`src/rtl/div_unit.sv`:
```
// rtl/div_unit.sv - iterative restoring divider for RV32M DIV/DIVU/REM/REMU
//
// Ports:
//   clk     in   rising-edge clock
//   rst_n   in   asynchronous active-low reset
//   start   in   issue request, accepted in IDLE or DONE when flush is low
//   op      in   funct3[1:0]: 00 DIV, 01 DIVU, 10 REM, 11 REMU
//   rs1     in   dividend, captured on accept
//   rs2     in   divisor, captured on accept
//   flush   in   pipeline kill, aborts any in-flight operation
//   busy    out  high while iterating (RUN)
//   valid   out  one-cycle pulse when result is new
//   result  out  quotient or remainder, held until the next completion
module div_unit #(
    parameter int XLEN = 32
) (
    input  logic            clk,
    input  logic            rst_n,
    input  logic            start,
    input  logic [1:0]      op,
    input  logic [XLEN-1:0] rs1,
    input  logic [XLEN-1:0] rs2,
    input  logic            flush,
    output logic            busy,
    output logic            valid,
    output logic [XLEN-1:0] result
);

    localparam int CW = $clog2(XLEN);
    localparam logic [XLEN-1:0] SMIN = {1'b1, {(XLEN-1){1'b0}}};
    localparam logic [CW-1:0]   LAST_CNT = CW'(XLEN - 1);

    typedef enum logic [1:0] {
        S_IDLE,
        S_RUN,
        S_DONE
    } state_t;

    state_t state_q;
    state_t state_next;

    // Captured operation context
    logic            is_rem_q;
    logic            neg_q_q;
    logic            neg_r_q;

    // Iteration datapath. The partial remainder is always below the divisor
    // after a step, so only the shifted trial value T needs the extra bit.
    logic [XLEN-1:0] rem_q;
    logic [XLEN-1:0] quo_q;
    logic [XLEN-1:0] dvs_q;
    logic [CW-1:0]   cnt_q;

    // Accept-time decode
    logic            accept;
    logic            is_signed;
    logic            a_neg;
    logic            b_neg;
    logic [XLEN-1:0] a_mag;
    logic [XLEN-1:0] b_mag;
    logic            div_zero;
    logic            overflow;
    logic            special;
    logic [XLEN-1:0] special_result;

    // One restoring step
    logic [XLEN:0]   trial;
    logic            ge;
    logic [XLEN-1:0] r_step;
    logic [XLEN-1:0] q_step;
    logic            last;
    logic [XLEN-1:0] r_signed;
    logic [XLEN-1:0] q_signed;
    logic [XLEN-1:0] final_result;

    always_comb begin
        accept    = start && !flush && (state_q != S_RUN);
        is_signed = ~op[0];
        a_neg     = is_signed & rs1[XLEN-1];
        b_neg     = is_signed & rs2[XLEN-1];
        a_mag     = a_neg ? -rs1 : rs1;
        b_mag     = b_neg ? -rs2 : rs2;
        div_zero  = (rs2 == '0);
        overflow  = is_signed && (rs1 == SMIN) && (rs2 == '1);
        special   = div_zero || overflow;

        // Divide-by-zero wins over overflow: rs2 cannot be both 0 and -1.
        if (div_zero) begin
            special_result = op[1] ? rs1 : '1;
        end else begin
            special_result = op[1] ? '0 : SMIN;
        end
    end

    always_comb begin
        trial  = {rem_q, quo_q[XLEN-1]};
        ge     = (trial >= {1'b0, dvs_q});
        // Low bits of T - D are exact because the true difference fits in XLEN.
        r_step = ge ? (trial[XLEN-1:0] - dvs_q) : trial[XLEN-1:0];
        q_step = {quo_q[XLEN-2:0], ge};
        last   = (cnt_q == LAST_CNT);

        r_signed     = neg_r_q ? -r_step : r_step;
        q_signed     = neg_q_q ? -q_step : q_step;
        final_result = is_rem_q ? r_signed : q_signed;
    end

    // Next-state logic; flush overrides everything including a new start.
    always_comb begin
        state_next = state_q;
        if (flush) begin
            state_next = S_IDLE;
        end else begin
            case (state_q)
                S_IDLE, S_DONE: begin
                    if (accept) begin
                        state_next = special ? S_DONE : S_RUN;
                    end else begin
                        state_next = S_IDLE;
                    end
                end
                S_RUN: begin
                    if (last) begin
                        state_next = S_DONE;
                    end
                end
                default: state_next = S_IDLE;
            endcase
        end
    end

    always_ff @(posedge clk or negedge rst_n) begin
        if (!rst_n) begin
            state_q <= S_IDLE;
        end else begin
            state_q <= state_next;
        end
    end

    // Outputs are registered copies of the next state so they carry no
    // combinational path from the inputs.
    always_ff @(posedge clk or negedge rst_n) begin
        if (!rst_n) begin
            busy  <= 1'b0;
            valid <= 1'b0;
        end else begin
            busy  <= (state_next == S_RUN);
            valid <= (state_next == S_DONE);
        end
    end

    always_ff @(posedge clk or negedge rst_n) begin
        if (!rst_n) begin
            is_rem_q <= 1'b0;
            neg_q_q  <= 1'b0;
            neg_r_q  <= 1'b0;
            rem_q    <= '0;
            quo_q    <= '0;
            dvs_q    <= '0;
            cnt_q    <= '0;
            result   <= '0;
        end else if (!flush) begin
            if (accept) begin
                is_rem_q <= op[1];
                neg_q_q  <= a_neg ^ b_neg;
                neg_r_q  <= a_neg;
                rem_q    <= '0;
                quo_q    <= a_mag;
                dvs_q    <= b_mag;
                cnt_q    <= '0;
                if (special) begin
                    result <= special_result;
                end
            end else if (state_q == S_RUN) begin
                rem_q <= r_step;
                quo_q <= q_step;
                cnt_q <= cnt_q + CW'(1);
                if (last) begin
                    result <= final_result;
                end
            end
        end
    end

endmodule

```
`config.mk`:
```
export PLATFORM = sky130hd
export DESIGN_NAME = div_unit
export DESIGN_NICKNAME = d
export VERILOG_FILES = /design/src/rtl/div_unit.sv
export SDC_FILE = /design/constraint.sdc
export NUM_CORES = 1
export LEC_CHECK = 0
export CAP_MARGIN = 40
export CORE_AREA = 2 2 156 158
export CTS_CLUSTER_DIAMETER = 80
export DETAILED_ROUTE_END_ITERATION = 8
export DIE_AREA = 0 0 158 160
export PLACE_DENSITY = 0.76
export SLEW_MARGIN = 40
export SYNTH_ARGS = -nofsm -noshare
export SYNTH_HDL_FRONTEND = slang
export SYNTH_SLANG_ARGS = --single-unit
```
`constraint.sdc`:
```
create_clock -name clk -period 6.7 [get_ports clk]
set_clock_uncertainty 0.15 [all_clocks]
set_input_delay 1.34 -clock clk [delete_from_list [all_inputs] [get_ports clk]]
set_output_delay 1.34 -clock clk [all_outputs]
set_load 0.01 [all_outputs]
```
==> Word-level counts from Yosys, hierarchy flattened <==
Index checks and enable logic that the tools add are counted.
{ "classes": {"order_cmp": 1, "bitwise": 5, "n_addsub": 6, "reduce_logical": 14, "n_mux": 24, "eq_ne": 9} }
{ "ops": {"columns": ["op", "n"], "rows": [
  ["32-bit 2-to-1 mux", 17],
  ["32-bit negation", 4],
  ["32-bit equality test, second input constant", 2],
  ["33-bit by 32-bit greater-or-equal comparator with 1-bit output", 1],
  ["32-bit logical NOT", 1],
  ["32-bit subtractor", 1],
  ["5-bit 2-to-1 mux", 2],
  ["2-bit 2-to-1 mux", 4],
  ["5-bit by 1-bit adder with 5-bit output, second input constant", 1],
  ["5-bit equality test, second input constant", 1],
  ["2-bit by 1-bit equality test with 1-bit output, second input constant", 2],
  ["2-bit equality test, second input constant", 2],
  ["1-bit logical AND", 4],
  ["2-bit by 1-bit inequality test with 1-bit output, second input constant", 2],
  ["2-bit case mux with 2 select lines", 1],
  ["2-bit AND reduction", 2],
  ["4-bit AND reduction", 1],
  ["2-bit nonzero test", 2],
  ["1-bit bitwise AND", 2],
  ["2-bit logical NOT", 1],
  ["1-bit NOT", 2],
  ["2-bit OR reduction", 1],
  ["1-bit logical NOT", 1],
  ["1-bit logical OR", 1],
  ["1-bit bitwise XOR", 1]
]} }
{ "word_totals": {"elab_cells": 70, "inputBits": 70, "output_inout_bits": 34, "reg_bits": 140} }

==> Logic depth before layout (Yosys ltp) <==
Gate-level depths: netlist of the first run.
{ "depth": {"word_depth": 9, "mapped_depth": 23, "depth_no_buf": 19} }

==> Least setup slack after synthesis of the first run <==
Ideal clock, no wire load.
{ "synth_path": {"path_type": "reg2reg", "from": "register rem_q[5]", "to": "register result[26]", "t_required_ns": 6.426, "n_path_buf": 4, "setup_ns": 0.124, "path_slack_ns": 1.874, "stages_incl_launch_ff": 21, "arrival_ns": 4.552, "synth_period_minus_slack_ns": 4.826, "path_cell_list": "dfrtp_1 ha_1 buf_2 a21o_1 a31o_1 a221o_1 o2111ai_2 nand3_2 inv_2 buf_2 buf_1 clkbuf_1 ha_1 nand2_1 or2_2 nor2_1 nand3_1 o41ai_1 xnor2_1 a22o_1 o31a_1"} }
{ "synth_via": {"elab_chain_len": 8, "elab_cells_between_ends": 11, "cone_classes": "add/sub (3); order compare (1); mux (7)"} }
{ "synth_lines": {"columns": ["element", "line_no", "rtl"], "rows": [
  ["start: declaration", "49", "logic [XLEN-1:0] rem_q;"],
  ["start signal: assignment", "175", "rem_q <= r_step;"],
  ["32-bit subtractor or 33-bit by 32-bit greater-or-equal comparator with 1-bit output (tied branches)", "99, 97", null],
  ["32-bit 2-to-1 mux", "99", "r_step = ge ? (trial[XLEN-1:0] - dvs_q) : trial[XLEN-1:0];"],
  ["32-bit negation", "103", "r_signed = neg_r_q ? -r_step : r_step;"],
  ["32-bit 2-to-1 mux", "103", null],
  ["32-bit 2-to-1 mux (*)", "105", "final_result = is_rem_q ? r_signed : q_signed;"],
  ["32-bit 2-to-1 mux (*)", "178", "if (last) begin"],
  ["32-bit 2-to-1 mux (*)", "174", "end else if (state_q == S_RUN) begin"],
  ["32-bit 2-to-1 mux (*)", "163", "if (accept) begin"],
  ["end signal: assignment", "172", "result <= special_result;"],
  ["end signal: assignment", "179", "result <= final_result;"],
  ["end: declaration", "26", "output logic [XLEN-1:0] result"]
]} }
Every way passes the cells marked *; elsewhere a longest branch is shown, timed or not. The select of a mux whose other input is x is not followed.
A chain may end at the register's enable or synchronous reset.

==> Worst setup path after layout of the first run <==
{ "layout_path": {"from": "register rem_q[19]", "to": "register result[24]"} }
The elaborated chain is that of the path after synthesis.

==> results.yml, run 1 <==
placed_design:
  place_ws_ps: 1391
  io_buffers: 103
  hpwl_mm: 26.75
  dpl_cell_area_um2: 12820
  place.gp.congestion: 0.9251
clock_network:
  post-cts-setup-buffers: 0
  clockRootBuffer: "clkbuf_16"
  cts_max_path_buffers: 2
  clkLatencyLatePin_ps: 440
  postCtsResizedCells: 0
  cts_buffers: 17
  h-tree-depth: 4
  postCtsHoldBufs: 0
  cts_sinks: 140
  cts_tree: "built"
  cts.clk_slew.worst_paths_ps: 70
grt:
  grt_max_degree: 96
  overflow: 0
  grt_pass1_wl_mm: 58.96
  grt_usage: 0.2932
  grt_pass1_vias: 11230
  antenna_found_initial: 0
drt:
  first_pass_iters: 6
  routed-via-count: 11670
  postRouteAntennaNets: 0
  drc_errors: 0
  wirelength_mm: 36.27
  post_drt_wl_per_cell_um: 19.10
  via_per_inst: 6.146
  initialDrtViolationCount: 1090
logic_synthesis:
  syn_area_per_cell_um2: 7.651
  syn_area_um2: 11610
  synth_cell_types: 81
  synth-async-reset-ratio: 1.000
  yosysMostFrequentCell: "nand2_1"
  synth_area_leaders: "dfrtp_1, o21ai_0, nand2_1"
  synth_seq_cells: 140
  yosys.area.top_type: "dfrtp_1"
  syn_nets: 1628
  synth_flop_cell: "dfrtp_1"
  synth_commonest_cells: "nand2_1, o21ai_0, dfrtp_1"
  ys.warnings.count: 0
  synth_top_area_share: 0.3017
  synth_enable_flop_cells: 0
  synth-seq-area-share: 0.3017
  syn_inst: 1518
power:
  comb_power_share: 0.355
  p_int_mw: 2.049
  switching_power_mw: 1.252
  powerDensity_nw_per_um2: 245.8
  p_leak_nw: 5.448
  clkPwrFrac: 0.298
  p_seq_frac: 0.347
  vdd_drop_max_uv: 159.7
  swShare: 0.3793
setup_path:
  worst_setup_path_end_kind: "flip-flop"
  start_kind: "flip-flop"
  critical_path_class: "flip-flop to flip-flop"
  arrival_ps: 5670
  crit_required_ps: 6910
  critical_path.max_fanout: 41
cells_and_area:
  finalNetCount: 1673
  finish.instance_area_um2: 13430
  drive_above_1_share: 0.04698
  syn_to_final_growth_pct: 15.60
  utilization: 0.5636
  n_antenna_cell: 0
timing:
  drv_slew: 0
  min_period_ps: 5464
  worst_pin_slew_ps: 744.5
  setup-tns-final_ps: 0
  min_period_over_period: 0.8155
  whs_ps: 313.0
  finalSetupViolations: 0
  finalHoldViolations: 0
  timing.final.ws_setup_ps: 1236
  rsz0062_at_grt: "no"
  relSlewSlack: 0.5024
  max_freq_mhz: 183.0
die:
  die_w_um: 158
  dieHeight_um: 160
  pin_count: 104
  std_cell_rows: 57
  initial_utilization: 0.4876
  core_area_um2: 23820
  die_area_um2: 25280
run:
  cap_violations: 0
run_status:
  outcome: "finished clean"
worst_hold_path:
  hp-class: "flip-flop to flip-flop"
## kinds of logic after synthesis
family,share of synthesized area
buffers and inverters,0.04557
AND/OR/NAND/NOR,0.2220
AO/OA/AOI/OAI,0.2633
flip-flops,0.3017
multiplexers,0.02639
XOR/XNOR,0.09728
adder cells (fa/ha/maj),0.04374
## path summary, 6_finish.rpt
| kind | start | end | slack (ps) | depth (start not counted) |
|---|---|---|---|---|
| setup / recovery | rem_q[19] | result[24] | 1240 | 18 |
| hold / removal | result[9] | result[9] | 310 | 2 |
| setup reg to reg | rem_q[19] | result[24] | 1240 | 18 |
| hold reg to reg | result[9] | result[9] | 310 | 2 |
| max in group asynchronous | rst_n | neg_r_q | 4470 | 2 |
| min in group asynchronous | rst_n | dvs_q[29] | 740 | 1 |
## layout make-up
type / count / area [um2]
Fill cell: 2237 / 10400
Multi-Input combinational cell: 1242 / 7612
Sequential cell: 140 / 3506
Timing Repair Buffer: 113 / 1122
Clock buffer: 18 / 439.2
Tap cell: 324 / 405.4
Inverter: 49 / 183.9
Clock inverter: 13 / 156.4
## registers in the layout, summed over array words and instances (netlist names)
name      cells
valid         1
is_rem_q      1
quo_q        32
neg_q_q       1
dvs_q        32
rem_q        32
neg_r_q       1
state_q       2
cnt_q         5
busy          1
result       32
## layout by cell type (no fill, tap or decap), types with 8 or more instances in the layout
cell             synthesis  layout
ha_1                    39      39
a21oi_1                105     105
a31oi_1                 10      10
or4_1                   14      14
nand2_1                218     217
inv_1                   48      48
mux2i_1                 25      25
o211ai_1                22      22
and2_1                  14      14
a211oi_1                17      17
o41ai_1                  8       8
or3_1                   19      19
nor4_1                  11      10
xnor2_1                 42      42
clkdlybuf4s50_1          0     102
o221ai_1                 9       9
nor2_1                 133     132
clkbuf_16                0      17
a22o_1                  11      11
xor2_1                  87      87
nor3_1                  31      31
a21o_1                  15      15
nand2b_1                13      12
o21ai_0                197     196
nand3_1                 18      18
nand4_1                 25      25
o31ai_1                 32      32
and3_1                  13      13
dfrtp_1                140     138
## routing by layer
layer,global-route usage,vias up,share of wire
met3,0.03962,90,0.057
li1,-,5567,-
met2,0.4579,467,0.46
met1,0.4063,5547,0.44
met4,0.1269,0,0.041
met5,0,-,0
## stage by stage
stage	power, mW	std cells
final	3.300	1899
after detailed placement	2.302	1868
after floorplan	1.863	1518
after CTS	3.286	1899
after global routing	3.485	1899
after global placement	2.283	1867
## power by group through the flow
stage	Clock (mW)	Combinational [mW]	Sequential [mW]
global route	1.03	1.29	1.16
floorplan	0	0.736	1.13
global placement	0	1.13	1.15
detailed placement	0	1.15	1.15
CTS	0.987	1.16	1.14
finish	0.984	1.17	1.14
## worst max-delay path, stage by stage (launching register included)
cell      delay (ps)
dfrtp_1          420
ha_1             500
nand4_1          190
or4b_1           600
nor4_1           470
a21oi_1          210
nand3_2          130
buf_4            460
a21oi_1          160
inv_1             90
ha_1             220
and2_1           160
nand3_1           90
nor4_1           370
o221ai_1         330
o41ai_1          450
xor2_1           180
nor2_1            50
o21ai_1          120
No activity file was read; power rests on OpenSTA's default activity.
==> inputs of run 2 (changes only) <==
Clock period 6.7 ns to 5.3 ns, I/O delays scaled along.
==> results.yml, run 2 (synthesis gave the netlist of run 1 again) <==
drt:
  post_drt_wl_per_cell_um: 18.81
  routed-via-count: 11820
  via_per_inst: 6.170
  wirelength_mm: 36.02
  postRouteAntennaNets: 0
  drc_errors: 0
  initialDrtViolationCount: 1072
  first_pass_iters: 6
timing:
  whs_ps: 323.9
  relSlewSlack: 0.4239
  min_period_over_period: 0.9360
  drv_slew: 0
  finalSetupViolations: 0
  timing.final.ws_setup_ps: 339.1
  max_freq_mhz: 201.6
  min_period_ps: 4961
  finalHoldViolations: 0
  worst_pin_slew_ps: 842.4
  setup-tns-final_ps: 0
clock_network:
  clockRootBuffer: "clkbuf_16"
  h-tree-depth: 4
  cts_max_path_buffers: 2
  post-cts-setup-buffers: 0
  cts_buffers: 17
  cts.clk_slew.worst_paths_ps: 70
  clkLatencyLatePin_ps: 440
  cts_sinks: 140
  cts_tree: "built"
worst_hold_path:
  hp-class: "flip-flop to flip-flop"
  min_path_cells: 2
cells_and_area:
  finalNetCount: 1688
  utilization: 0.5697
  n_antenna_cell: 0
  finish.instance_area_um2: 13570
  final_cell_mix: "nand2_1, o21ai_0, dfrtp_1"
  layoutNonFillerInstCount: 1915
  final_common_cell: "nand2_1"
  fillers: 2231
  syn_to_final_growth_pct: 16.84
  drive_above_1_share: 0.05783
run:
  cap_violations: 0
die:
  dieHeight_um: 160
  die_area_um2: 25280
  die_w_um: 158
  core_area_um2: 23820
  pin_count: 104
  std_cell_rows: 57
  initial_utilization: 0.4876
placed_design:
  io_buffers: 103
  dpl_cell_area_um2: 12940
  place_inst: 1882
  hpwl_mm: 27.21
  place.gp.congestion: 0.9448
  place_ws_ps: 326.7
setup_path:
  arrival_ps: 5170
  reg2reg_depth: 17
  crit_required_ps: 5510
  critical_path.max_fanout: 8
  start_kind: "flip-flop"
  worst_setup_path_end_kind: "flip-flop"
  critical_path_class: "flip-flop to flip-flop"
  rrSetupSlack_ps: 340
grt:
  grt_pass1_wl_mm: 57.97
  overflow: 0
  grt_max_degree: 105
  antenna_found_initial: 0
  grt_pass1_vias: 10990
  grt_usage: 0.2883
run_status:
  outcome: "finished clean"
power:
  powerDensity_nw_per_um2: 304.1
  p_leak_nw: 5.527
  vdd_drop_max_uv: 176.0
  total_power_mw: 4.126
[run 2: changes by cell type in the layout (fill, tap and decap cells not counted), moves of 2 or more]
cell,delta
buf_8,+2
buf_6,-3
clkinv_4,-3
clkinvlp_4,+2
buf_4,+14
inv_6,+2
[run 2: layout make-up]
class / count / area [um2] / share of cell area
multi-input cells: 1242 / 7624 / 0.5618
flip-flops and latches: 140 / 3506 / 0.2584
repair buffers: 128 / 1271 / 0.09368
clock buffers: 17 / 425.4 / 0.03135
well taps: 324 / 405.4 / 0.02988
inverters: 49 / 183.9 / 0.01355
clock inverters: 15 / 153.9 / 0.01134
[run 2: power breakdown]
part | internal (mW) | total, mW | switching [mW]
sequential | 1.25 | 1.44 | 0.193
clock | 0.661 | 1.20 | 0.538
combinational | 0.635 | 1.49 | 0.850
total | 2.55 | 4.13 | 1.58
[run 2: per-layer routing]
layer | part of all wire | global-route usage | vias to the layer above
met5 | 0 | 0 | -
met4 | 0.045 | 0.1302 | 0
met3 | 0.070 | 0.03501 | 101
met2 | 0.46 | 0.4534 | 538
met1 | 0.43 | 0.3966 | 5577
li1 | - | - | 5600
[run 2: worst max-delay path, cell delays in order, from the launching register on]
cell	delay, ps
dfrtp_1	480
ha_1	460
a21o_1	280
a31o_1	290
a221o_1	400
o2111ai_2	280
nand3_2	180
inv_2	140
mux2i_1	310
ha_1	280
and2_1	170
and3_1	200
nor4b_1	300
nor2_1	140
o21ai_0	220
xor2_1	280
a21oi_1	140
o21ai_0	170
[run 2: final timing paths]
path                           start          to
max                         rem_q[5]  result[14]
min                        result[9]   result[9]
max reg2reg                 rem_q[5]  result[14]
min reg2reg                result[9]   result[9]
max in group asynchronous      rst_n   result[3]
min in group asynchronous      rst_n   dvs_q[29]
[run 2: timing repair]
action / 4_1_cts / 5_1_grt
resized for setup: 0 / 3
hold buffers: 0 / 0
setup endpoints to repair: 0 / 5
==> inputs of run 3 (changes only) <==
Settings changed: RECOVER_POWER set to 100.
==> results.yml, run 3 (synthesis gave the netlist of run 1 again) <==
run_status:
  outcome: "finished with violations"
  violations: "capacitance limit, slew limit"
grt:
  grt_usage: 0.2883
  grt_pass1_wl_mm: 57.97
  antenna_found_initial: 0
  overflow: 0
  grt_max_degree: 105
  grt_pass1_vias: 10990
worst_hold_path:
  min_path_cells: 2
  hp-class: "flip-flop to flip-flop"
  hold_end: "result[9]"
  hp-start: "result[9]"
power:
  switching_power_mw: 1.567
  comb_power_share: 0.353
  powerDensity_nw_per_um2: 303.1
  p_leak_nw: 5.534
  p_seq_frac: 0.353
  clkPwrFrac: 0.293
  p_int_mw: 2.508
  vdd_drop_max_uv: 172.4
  swShare: 0.3846
setup_path:
  start_kind: "primary input"
  critical_path_class: "primary input to flip-flop"
  worst_setup_path_end_kind: "flip-flop"
  crit_required_ps: 5440
  timing.rr.end: "result[29]"
  r2r-start: "rem_q[5]"
  reg2reg_depth: 13
  arrival_ps: 5150
  critical_path.max_fanout: 26
  rrSetupSlack_ps: 320
cells_and_area:
  finalNetCount: 1688
  layoutNonFillerInstCount: 1915
  syn_to_final_growth_pct: 15.77
  drive_above_1_share: 0.05028
  final_common_cell: "nand2_1"
  n_antenna_cell: 0
  final_cell_mix: "nand2_1, o21ai_0, dfrtp_1"
die:
  core_area_um2: 23820
  std_cell_rows: 57
  die_w_um: 158
  initial_utilization: 0.4876
  dieHeight_um: 160
  pin_count: 104
  die_area_um2: 25280
timing:
  setup-tns-final_ps: 0
  finalHoldViolations: 0
  drv_slew: 249
  whs_ps: 316.6
  min_period_over_period: 0.9460
  timing.final.ws_setup_ps: 286.4
  max_freq_mhz: 199.5
  finalSetupViolations: 0
  min_period_ps: 5014
  worst_pin_slew_ps: 2085
  relSlewSlack: -0.3899
drt:
  wl_met2_mm: 16.44
  route.met3.wl_mm: 2.409
  first_pass_iters: 6
  postRouteAntennaNets: 0
  post_drt_wl_per_cell_um: 18.71
  via_per_inst: 6.103
  wirelength_mm: 35.84
  drc_errors: 0
  routed.top_layer: "met4"
  initialDrtViolationCount: 1183
  routed-via-count: 11690
  drt-met1-wl_mm: 15.42
clock_network:
  cts_buffers: 17
  cts_tree: "built"
  cts_sinks: 140
  clkLatencyLatePin_ps: 430
  clockRootBuffer: "clkbuf_16"
  cts.clk_slew.worst_paths_ps: 70
  h-tree-depth: 4
  cts_max_path_buffers: 2
placed_design:
  place_inst: 1882
  place.gp.congestion: 0.9448
  place_ws_ps: 326.7
  hpwl_mm: 27.21
  io_buffers: 103
run:
  cap_violations: 5
==> run 3: cell count changes in the layout (fill, tap and decap cells not counted), moves of 3 or more <==
cell             delta
buf_4               -6
dlygate4sd3_1      +36
buf_8               -3
clkbuf_2            +5
clkdlybuf4s50_1    -36
clkbuf_1            +5
==> run 3: final cells by class <==
type | count | area, um2
well taps | 324 | 405.4
flip-flops and latches | 140 | 3506
inverters | 49 | 183.9
clock inverters | 15 | 153.9
fillers | 2248 | 10380
multi-input cells | 1242 | 7586
repair buffers | 128 | 1185
clock buffers | 17 | 425.4
==> run 3: timing repair <==
item / CTS / global route
gates resized for setup: 0 / 3
hold buffers: 0 / 0
endpoints found under the hold margin: 0 / 0
setup buffers: 0 / 0
setup endpoints to repair: 0 / 5
==> run 3: worst max-delay path: stages <==
cell	delay [ps]
clkdlybuf4s50_1	520
inv_1	90
ha_1	220
nand2_1	100
or4_1	120
nor2b_1	40
clkbuf_2	150
and3_1	240
and3_1	290
nand2b_1	310
o21ai_0	480
clkbuf_1	790
clkbuf_2	550
o21ai_0	170
==> run 3: metrics by stage <==
| stage | power [mW] | util | area [um2] |
|---|---|---|---|
| 3_5_place_dp | 2.914 | 0.5433 | 12940 |
| 5_1_grt | 4.321 | 0.5645 | 13450 |
| 6_report | 4.075 | 0.5645 | 13450 |
| 4_1_cts | 4.118 | 0.5676 | 13520 |
| 3_3_place_gp | 2.882 | 0.5407 | 12880 |
| 2_1_floorplan | 2.355 | - | 11610 |
==> run 3: how the worst max path moves through the flow <==
stage,from,to,slack (ps),depth (start not counted)
2_1_floorplan,rem_q[5],result[26],470,20
3_3_place_gp,rs2[0],result[25],450,14
3_5_place_dp,rem_q[5],result[24],330,17
4_1_cts,rem_q[5],result[24],290,17
5_1_grt,rem_q[5],result[14],-50,17
6_report,rs2[0],result[3],290,14
==> run 3: routing by layer <==
layer  track usage  up-vias
met4        0.1302        0
met1        0.3966     5551
met3       0.03501       94
met2        0.4534      441
li1              -     5601
met5             0        -
==> run 3: power groups by stage <==
stage | clock network [mW] | registers [mW] | logic, mW
2_1_floorplan | 0 | 1.42 | 0.930
3_3_place_gp | 0 | 1.45 | 1.43
3_5_place_dp | 0 | 1.46 | 1.46
4_1_cts | 1.21 | 1.44 | 1.47
5_1_grt | 1.25 | 1.46 | 1.61
6_report | 1.20 | 1.44 | 1.44
